File: src/rtl/code_sched_pkg.sv
// Shared constants and FSM encoding for the code_sched scheduler.
// The CLR state exists only when CODE_SCHED_CLEAR_EN is defined.
package code_sched_pkg;

    localparam int DATA_W_DEF = 64;
    localparam int CNT_W_DEF  = 8;

    localparam logic CLIENT0 = 1'b0;
    localparam logic CLIENT1 = 1'b1;

    typedef enum logic [1:0] {
        IDLE = 2'd0,
        RUN  = 2'd1,
        DONE = 2'd2
`ifdef CODE_SCHED_CLEAR_EN
        , CLR = 2'd3
`endif
    } state_t;

endpackage

File: src/rtl/code_sched_if.sv
// Client-side handshake bundle of code_sched: two request/count pairs in,
// two acknowledge pulses, the captured result and the busy flag out.
interface code_sched_if #(
    parameter int DATA_W = code_sched_pkg::DATA_W_DEF,
    parameter int CNT_W  = code_sched_pkg::CNT_W_DEF
) ();

    logic              Req0, Req1;
    logic [CNT_W-1:0]  Cnt0, Cnt1;
    logic              Ack0, Ack1;
    logic [DATA_W-1:0] Result;
    logic              Busy;

    modport master (
        output Req0, Req1, Cnt0, Cnt1,
        input  Ack0, Ack1, Result, Busy
    );

    modport slave (
        input  Req0, Req1, Cnt0, Cnt1,
        output Ack0, Ack1, Result, Busy
    );

endinterface

File: src/rtl/code_sched_rr_arb2.sv
// Two-way round-robin picker: masks requests with the eligibility vector and,
// on contention, grants the client that did not win last time.
module rr_arb2
    import code_sched_pkg::*;
(
    input  logic [1:0] req,
    input  logic       last,
    input  logic [1:0] elig,
    output logic       gnt_valid,
    output logic       gnt_id
);

    logic [1:0] cand;

    always_comb begin
        cand      = req & elig;
        gnt_valid = |cand;
        if (cand == 2'b11) gnt_id = ~last;
        else               gnt_id = cand[1] ? CLIENT1 : CLIENT0;
    end

endmodule

File: src/rtl/code_sched.sv
// Two-client scheduler for the dual-sequence generator: grants round-robin,
// steps the generator Cnt times, then returns its output with an Ack pulse.
// Optional macro CODE_SCHED_CLEAR_EN inserts a generator-clear cycle per job.
module code_sched
    import code_sched_pkg::*;
#(
    parameter int DATA_W = DATA_W_DEF,
    parameter int CNT_W  = CNT_W_DEF
) (
    input  logic              Clk,
    input  logic              Reset,
    code_sched_if.slave       bus,
    output logic              Gen_Slt,
    output logic              Gen_En,
    output logic              Gen_Reset,
    input  logic [DATA_W-1:0] Gen_Out0,
    input  logic [DATA_W-1:0] Gen_Out1
);

    state_t           state;
    logic [CNT_W-1:0] rem;
    logic             last;
    logic [1:0]       elig;
    logic             gnt_valid;
    logic             gnt_id;
    logic [CNT_W-1:0] gnt_cnt;

    // A client acknowledged this cycle may not win again until Ack drops.
    assign elig    = ~{bus.Ack1, bus.Ack0};
    assign gnt_cnt = (gnt_id == CLIENT1) ? bus.Cnt1 : bus.Cnt0;

    rr_arb2 u_arb (
        .req       ({bus.Req1, bus.Req0}),
        .last      (last),
        .elig      (elig),
        .gnt_valid (gnt_valid),
        .gnt_id    (gnt_id)
    );

`ifndef CODE_SCHED_CLEAR_EN
    assign Gen_Reset = 1'b0;
`endif

    // NOTE: every register here is assigned with <= so all branches see the
    // pre-edge values; the Ack defaults below are overridden only by DONE.
    always_ff @(posedge Clk) begin
        if (!Reset) begin
            state      <= IDLE;
            rem        <= '0;
            last       <= CLIENT1;
            Gen_Slt    <= CLIENT0;
            Gen_En     <= 1'b0;
            bus.Ack0   <= 1'b0;
            bus.Ack1   <= 1'b0;
            bus.Busy   <= 1'b0;
            bus.Result <= '0;
`ifdef CODE_SCHED_CLEAR_EN
            Gen_Reset  <= 1'b0;
`endif
        end else begin
            bus.Ack0 <= 1'b0;
            bus.Ack1 <= 1'b0;
            case (state)
                IDLE: begin
                    if (gnt_valid) begin
                        Gen_Slt  <= gnt_id;
                        last     <= gnt_id;
                        rem      <= gnt_cnt;
                        bus.Busy <= 1'b1;
`ifdef CODE_SCHED_CLEAR_EN
                        state     <= CLR;
                        Gen_Reset <= 1'b1;
`else
                        if (gnt_cnt == '0) begin
                            state <= DONE;
                        end else begin
                            state  <= RUN;
                            Gen_En <= 1'b1;
                        end
`endif
                    end
                end
`ifdef CODE_SCHED_CLEAR_EN
                CLR: begin
                    Gen_Reset <= 1'b0;
                    if (rem == '0) begin
                        state <= DONE;
                    end else begin
                        state  <= RUN;
                        Gen_En <= 1'b1;
                    end
                end
`endif
                RUN: begin
                    rem <= rem - CNT_W'(1);
                    if (rem == CNT_W'(1)) begin
                        state  <= DONE;
                        Gen_En <= 1'b0;
                    end
                end
                DONE: begin
                    bus.Result <= (Gen_Slt == CLIENT1) ? Gen_Out1 : Gen_Out0;
                    bus.Ack0   <= (Gen_Slt == CLIENT0);
                    bus.Ack1   <= (Gen_Slt == CLIENT1);
                    bus.Busy   <= 1'b0;
                    state      <= IDLE;
                end
                default: state <= IDLE;
            endcase
        end
    end

endmodule

File: src/flat_wrapper.sv
// flat-port wrapper written by rule: the top's interface ports become plain ports
module code_sched_flat import code_sched_pkg::*;
#(
    parameter int DATA_W = DATA_W_DEF,
    parameter int CNT_W  = CNT_W_DEF
)
  (Clk, Reset, Gen_Slt, Gen_En, Gen_Reset, Gen_Out0, Gen_Out1, bus_Req0, bus_Req1, bus_Cnt0, bus_Cnt1, bus_Ack0, bus_Ack1, bus_Result, bus_Busy);
  code_sched_if #(.DATA_W(DATA_W), .CNT_W(CNT_W)) bus_i ();
  input  logic Clk;
  input  logic Reset;
  output logic Gen_Slt;
  output logic Gen_En;
  output logic Gen_Reset;
  input  logic [DATA_W-1:0] Gen_Out0;
  input  logic [DATA_W-1:0] Gen_Out1;
  input wire logic [$bits(bus_i.Req0)-1:0] bus_Req0;
  input wire logic [$bits(bus_i.Req1)-1:0] bus_Req1;
  input wire logic [$bits(bus_i.Cnt0)-1:0] bus_Cnt0;
  input wire logic [$bits(bus_i.Cnt1)-1:0] bus_Cnt1;
  output wire logic [$bits(bus_i.Ack0)-1:0] bus_Ack0;
  output wire logic [$bits(bus_i.Ack1)-1:0] bus_Ack1;
  output wire logic [$bits(bus_i.Result)-1:0] bus_Result;
  output wire logic [$bits(bus_i.Busy)-1:0] bus_Busy;
  assign bus_i.Req0 = bus_Req0;
  assign bus_i.Req1 = bus_Req1;
  assign bus_i.Cnt0 = bus_Cnt0;
  assign bus_i.Cnt1 = bus_Cnt1;
  assign bus_Ack0 = bus_i.Ack0;
  assign bus_Ack1 = bus_i.Ack1;
  assign bus_Result = bus_i.Result;
  assign bus_Busy = bus_i.Busy;
  code_sched #(.DATA_W(DATA_W), .CNT_W(CNT_W)) u_core (.Clk(Clk), .Reset(Reset), .bus(bus_i), .Gen_Slt(Gen_Slt), .Gen_En(Gen_En), .Gen_Reset(Gen_Reset), .Gen_Out0(Gen_Out0), .Gen_Out1(Gen_Out1));
endmodule
File: config.mk
export PLATFORM = sky130hd
export DESIGN_NAME = code_sched_flat
export DESIGN_NICKNAME = d
export VERILOG_FILES = /design/src/rtl/code_sched_pkg.sv /design/src/rtl/code_sched_if.sv /design/src/rtl/code_sched_rr_arb2.sv /design/src/rtl/code_sched.sv /design/src/flat_wrapper.sv
export SDC_FILE = /design/constraint.sdc
export NUM_CORES = 1
export LEC_CHECK = 0
export ABC_AREA = 1
export BUFFER_PORTS_ARGS = -buffer_cell sky130_fd_sc_hd__buf_2
export CORE_MARGIN = 8
export CORE_UTILIZATION = 30
export DETAILED_ROUTE_END_ITERATION = 10
export PLACE_DENSITY = 0.71
export SLEW_MARGIN = 25
export SYNTH_ARGS = -nofsm -noshare
export SYNTH_HDL_FRONTEND = slang
export SYNTH_HIERARCHICAL = 1
export SYNTH_SLANG_ARGS = --single-unit
File: constraint.sdc
create_clock -name Clk -period 1.7 [get_ports Clk]
set_input_delay 0.255 -clock Clk [delete_from_list [all_inputs] [get_ports Clk]]
set_output_delay 0.255 -clock Clk [all_outputs]
set_load 0.1 [all_outputs]
==> metrics.txt, run 1 <==
Hold Path Class=primary input to flop; Total Wirelength=12,700 µm; P per Cell Area=approximately 1300 nW/µm²; dpl cell area=between 4000 and 5000 µm²; Setup violations, final=0; Tot Pwr=around 6.6 mW; Slew Limit Fails=0; initial core utilization=between 30% and 40%; Critical R2R Launch=u_core/state[1]; leading cell type in the layout, fill and taps excluded=buf_2; met2 usage=~25%; commonest non-fill, non-tap cells in the layout=buf_2, a21oi_1, nand2_1; root buffer selected by CTS=clkbuf_16; Synth cell types=30; Max FO, Critical Path=29; Die Wd=about 130 µm; area grow syn2layout=41.1%; fin area=about 5200 µm²; M3 GR Usage=around 7.3%; vias in the first global route=4,121; cts hold-fix bufs=0; post-DR wirelength/cell=approximately 15 µm; Clock Latency Late Sink=0.33 ns; clock sinks=80; worst setup path endpoint=u_core/bus.Result[40]; r2r worst-path depth=6; die area=between 15,000 and 20,000 µm²; R2R Setup Slk=between 0.15 and 0.2 ns; slowest cell delay on critical path=0.43 ns; status=completed; global-route usage over all layers=between 10% and 20%; worst path arrival time=1.76 ns; MaxCap Viol Count=0; Place WS=between 0.02 and 0.03 ns; ANT nets after route=0; period utilization=88.8%; Layout Utilization=43.2%; Netlist Area Pre-Place=roughly 3700 µm²; worst reg2reg endpoint=u_core/bus.Result[40]; CP endpoint kind=flop; Critical Path Start Type=flop; Final min period=around 1.5 ns; setup TNS=0 ns; postcts setup bufs=0; most used cell along the critical path=a21oi_1; drt drc=0; IO Pins=218; routability cong.=slightly above 0.8; clk buf depth=2; first-pass GRT wire length=about 20,000 µm; initial antenna violation count=1; DRT Pass-1 Iters=4; sequential element share of the synthesized area=43.8%; number of diodes=0; via count=approximately 4,200; Hold Vio Cnt, Final=0; Critical Path RT=about 2.0 ns; Cell Rows=40; syn_area_per_cell=approximately 7.0 µm²; setup ws final=approximately 0.19 ns; Setup CP Type=flop to flop; Worst Setup SP=u_core/state[1]; critical path, cell by cell=inv_1 -> nor2_4 -> inv_2 -> buf_4 -> a21oi_1 -> a21oi_1; Clock transition at path regs=0.06 ns; VDD IR max=a little under 0.6 mV; post-DP HPWL=approximately 9000 µm; aggregate global routing overflow=0; layout cell share with drive strength beyond 1=36.0%; Clock Skews=0.00398 ns; CP max stage cell=inv_2; FMAX=roughly 660 MHz; initial drt markers=~250; Via-to-Cell Ratio=between 4 and 5; H-tree depth=3; Pleak=about 2.8 nW; worst-margin pin slew=about 0.63 ns; Synthesized Nets=between 600 and 700; largest net degree at the start of global routing=65; #FFs+latches synth=80; CTS tree=yes; Port Buffers=about 220; Die Y=between 100 and 150 µm; GR Util met1=~18%; core footprint=roughly 12,000 µm²; Synth Instances=520; CTS buffer count=9; Yosys warnings=6; Slew headroom=57.7%; global route hottest layer=met2; Net count, final=about 870
==> state kept, by name (all words and copies together) (netlist names) <==
| signal | cells |
|---|---|
| u_core/rem | 8 |
| u_core/state | 2 |
| u_core/Gen_En | 1 |
| u_core/bus.Ack1 | 1 |
| u_core/Gen_Slt | 1 |
| u_core/bus.Result | 64 |
| u_core/last | 1 |
| u_core/bus.Busy | 1 |
| u_core/bus.Ack0 | 1 |
==> how the worst min path moves through the flow <==
stage	slack [ns]	startpoint	depth (start not counted)	to
floorplan	0.40	Gen_Out0[21]	2	u_core/bus.Result[21]
global placement	0.45	u_core/bus.Busy	2	u_core/bus.Busy
finish	0.17	Gen_Out0[23]	3	u_core/bus.Result[23]
global route	0.15	Gen_Out0[61]	3	u_core/bus.Result[61]
detailed placement	0.45	u_core/bus.Busy	2	u_core/bus.Busy
CTS	0.15	Gen_Out0[61]	3	u_core/bus.Result[61]
==> repair_timing <==
| item | in CTS | in global routing |
|---|---|---|
| setup endpoints to repair | 0 | 5 |
| endpoints found under the hold margin | 0 | 0 |
| resized for setup | 0 | 4 |
==> cell families after synthesis <==
family | after synthesis | synth area share [%]
compound gates | 218 | 30.6
buf+inv | 72 | 8.65
simple gates | 146 | 16.0
xor+xnor | 1 | 0.239
other cells | 1 | 0.103
fa+ha+maj | 2 | 0.684
flops | 80 | 43.8
==> worst max-delay path, delay by kind of cell (launching register included) <==
kind | cells | cell delay (ns)
DFF | 1 | 0.31
buffers and inverters | 3 | 0.85
and+or+nand+nor | 1 | 0.05
AOI/OAI and AO/OA | 2 | 0.22
==> metal layers <==
metal / up-vias / part of all wire (%)
met5: - / 0.095
met4: 2 / 1.5
met3: 17 / 9.2
met2: 154 / 46
met1: 1896 / 44
li1: 2155 / -
==> cells in the mapped netlist <==
master / instances / area, µm²
a21oi_1: 138 / 691
nand2_1: 111 / 417
dfxtp_1: 80 / 1600
o21ai_0: 61 / 305
inv_1: 28 / 105
clkbuf_1: 23 / 86.3
nor2_1: 13 / 48.8
nand3_1: 11 / 55.1
o21ai_1: 11 / 55.1
buf_2: 8 / 40.0
buf_4: 7 / 52.6
nor3_1: 4 / 20.0
inv_2: 3 / 11.3
nand2_2: 3 / 18.8
ha_1: 2 / 25.0
nor2_2: 2 / 12.5
o22ai_1: 2 / 12.5
a211oi_1: 1 / 7.51
a21oi_2: 1 / 8.76
a31oi_1: 1 / 6.26
and2_1: 1 / 6.26
buf_6: 1 / 11.3
clkinv_1: 1 / 3.75
conb_1: 1 / 3.75
inv_4: 1 / 6.26
nand4_1: 1 / 6.26
o21ai_2: 1 / 8.76
o221ai_1: 1 / 8.76
o221ai_2: 1 / 15.0
xor2_1: 1 / 8.76
==> metrics by stage <==
stage,hold WS (ns),std cells
6_report,0.169,871
4_1_cts,0.152,871
2_1_floorplan,0.401,520
3_3_place_gp,0.447,855
5_1_grt,0.154,871
3_5_place_dp,0.453,855
==> power by group <==
group / internal, mW / total (mW) / switching (mW)
Clock: 0.986 / 1.77 / 0.784
Sequential: 2.10 / 2.23 / 0.130
Combinational: 0.590 / 2.58 / 1.99
==> area by class of cell <==
class,instances,area (µm²)
Clock inverter,7,47.5
Sequential cell,80,1610
Inverter,33,126
Tap cell,147,184
Multi-Input combinational cell,368,1750
Timing Repair Buffer,227,1220
Fill cell,1253,6800
Clock buffer,9,225
Note: power is estimated with default switching activity, not from simulation.
==> run 2: changes to the inputs <==
--- a/config.mk
+++ b/config.mk
@@ -7,12 +7,10 @@
 export LEC_CHECK = 0
 export ABC_AREA = 1
 export BUFFER_PORTS_ARGS = -buffer_cell sky130_fd_sc_hd__buf_2
-export CORE_MARGIN = 8
-export CORE_UTILIZATION = 30
+export CORE_UTILIZATION = 43
 export DETAILED_ROUTE_END_ITERATION = 10
-export PLACE_DENSITY = 0.71
+export PLACE_DENSITY = 0.92
 export SLEW_MARGIN = 25
 export SYNTH_ARGS = -nofsm -noshare
 export SYNTH_HDL_FRONTEND = slang
-export SYNTH_HIERARCHICAL = 1
 export SYNTH_SLANG_ARGS = --single-unit
==> metrics.txt, run 2 <==
Critical Path RT=1.44 ns (-0.51 ns); root buffer selected by CTS=clkbuf_8; Port Buffers=216 (unchanged); core footprint=8220 µm² (-31%); layout cell share with drive strength beyond 1=35.8% (-0.25 points); commonest non-fill, non-tap cells in the layout=buf_2, a21oi_1, nand2_1; Top FF cell, synth=dfxtp_1; post-DP HPWL=8020 µm (-13%); ANT nets after route=0 (unchanged); Cell Rows=33 (-18%); Final Non-Filler Cells=820 (-5.9%); fraction of registers with async set/reset=0% (unchanged); biggest regs=u_core.bus.Result: 64 flops, u_core.rem: 8 flops, u_core.state: 2 flops; Max FO, Critical Path=32 (+10%); IO Pins=218 (unchanged); initial core utilization=44.3% (+14 points); Reg with most FFs=u_core.bus.Result; period utilization=88.4% (-0.45 points); post-DR wirelength/cell=13.6 µm (-6.2%); Via-to-Cell Ratio=5.35 (+10%); max reg flops=64 (unchanged); worst path arrival time=1.25 ns (-0.51 ns); status=completed; syn_area_per_cell=7.11 µm² (+1.0%); P per Cell Area=1110 nW/µm² (-13%); Critical Path Start Type=flop; Pleak=2.73 nW (-1.9%); Total Wirelength=11,200 µm (-12%); r2r worst-path depth=8 (+2); DRT Pass-1 Iters=5 (+1); Slew Limit Fails=0 (unchanged); met3 wire len=928 µm (-20%); CTS tree=yes; setup ws final=0.198 ns (+0.00768 ns); global-route usage over all layers=25.3% (+9.9 points); Yosys warnings=0 (-6); Setup violations, final=0 (unchanged); sequential element share of the synthesized area=44.0% (+0.23 points); Synth cell types=30 (unchanged); clk buf depth=2 (unchanged); Clock Latency Late Sink=0.34 ns (about the same); number of diodes=0 (unchanged); Tot Pwr=5.61 mW (-15%); Synthesized Nets=662 (-1.2%); placed cells=804 (-6.0%); largest net degree at the start of global routing=68 (+4.6%); drt drc=0 (unchanged); Synth Instances=512 (-1.5%); vias in the first global route=4,224 (+2.5%); initial drt markers=314 (+26%); Die Y=94 µm (-26%); Hold Vio Cnt, Final=0 (unchanged); MaxCap Viol Count=0 (unchanged); # resized after CTS=0 (unchanged); Final min period=1.50 ns (-0.00768 ns); postcts setup bufs=0 (unchanged); fin area=5050 µm² (-2.2%); dpl cell area=4810 µm² (-1.4%); aggregate global routing overflow=0 (unchanged); clock sinks=80 (unchanged); Area contributors post-synth=dfxtp_1, a21oi_1, nand2_1; Setup CP Type=flop to output port; H-tree depth=3 (unchanged); list of most frequent post-synthesis cells=a21oi_1, nand2_1, dfxtp_1; area grow syn2layout=38.8%; EDFF count, synth=0 (unchanged); setup TNS=0 ns (unchanged); post-synth top area share=44.0% (+0.23 points); VDD IR max=0.434 mV (-27%); Clock Skews=0.00853 ns (+0.00455 ns); Hold Path Class=primary input to flop; Die Wd=94 µm (-26%); cts hold-fix bufs=0 (unchanged); first-pass GRT wire length=18,000 µm (-11%); initial antenna violation count=0 (-1); routability cong.=0.960 (+17%); CP endpoint kind=output port; Place WS=0.289 ns (+0.260 ns); Netlist Area Pre-Place=3640 µm² (-0.51%); Synth area leader=dfxtp_1; FMAX=666 MHz (+0.51%); leading cell type in the layout, fill and taps excluded=buf_2; Min-Delay Path Depth=3 (unchanged); CTS buffer count=9 (unchanged); Net count, final=860 (-1.0%); die area=8840 µm² (-45%); most numerous cell in the Yosys netlist=a21oi_1; unrepaired setup endpoints after global routing=false; Clock transition at path regs=0.08 ns (+0.02 ns); #FFs+latches synth=80 (unchanged); via count=4,384 (+3.8%); top routing layer in use=met4; WL met1=4390 µm (-21%); wire length on met2=5560 µm (-3.4%); FILL cells=730 (-42%)
run 2: cell count changes after synthesis, sizes merged, moves of 2 or more:
cell	before	now
nor3	4	2
nand3b	0	7
o221ai	2	0
inv	32	23
nor2	15	13
o21ai	73	71
clkbuf	23	29
buf	16	9
run 2: metrics by stage:
step	utilization, %	hold slack (ns)
after floorplan	-	0.401
after global placement	58.6	0.443
after detailed placement	58.6	0.470
after CTS	61.5	0.142
after global routing	61.5	0.148
final	61.5	0.161
run 2: worst paths after layout:
kind / slack, ns / endpoint / from
setup / recovery: 0.20 / Gen_Slt / u_core.Gen_Slt
hold / removal: 0.16 / u_core.bus.Result[13] / Gen_Out0[13]
setup reg to reg: 0.23 / u_core.rem[5] / u_core.state[0]
hold reg to reg: 0.48 / u_core.Gen_En / u_core.Gen_En
run 2: cell type report:
class | count | area (µm²) | share of cell area [%]
Inverter | 24 | 90.1 | 1.78
Clock buffer | 11 | 131 | 2.60
Timing Repair Buffer | 225 | 1190 | 23.5
Sequential cell | 80 | 1610 | 31.8
Tap cell | 105 | 131 | 2.60
Multi-Input combinational cell | 370 | 1800 | 35.6
Clock inverter | 5 | 105 | 2.08
run 2: kinds of logic after synthesis:
logic type	count (synthesis)	synth area share (%)
AOI/OAI and AO/OA	215	30.0
and+or+nand+nor	151	18.2
DFF	80	44.0
buffers and inverters	62	6.77
adders and majority gates	2	0.687
xor gates and xnor gates	1	0.241
other	1	0.103
run 2: where the power goes:
part | total [mW] | switching (mW) | internal [mW]
sequential | 2.12 | 0.0940 | 2.03
combinational | 1.84 | 1.39 | 0.443
clock | 1.66 | 0.678 | 0.978
total | 5.61 | 2.16 | 3.45
run 2: critical path, stage by stage (launching register included):
cell	delay [ns]
dfxtp_2	0.35
buf_4	0.33
buf_12	0.23
run 2: metal layers:
layer	track usage (%)	vias to the layer above
met5	0	-
met4	12.8	0
li1	-	2129
met2	45.9	239
met3	5.74	40
met1	27.2	1976
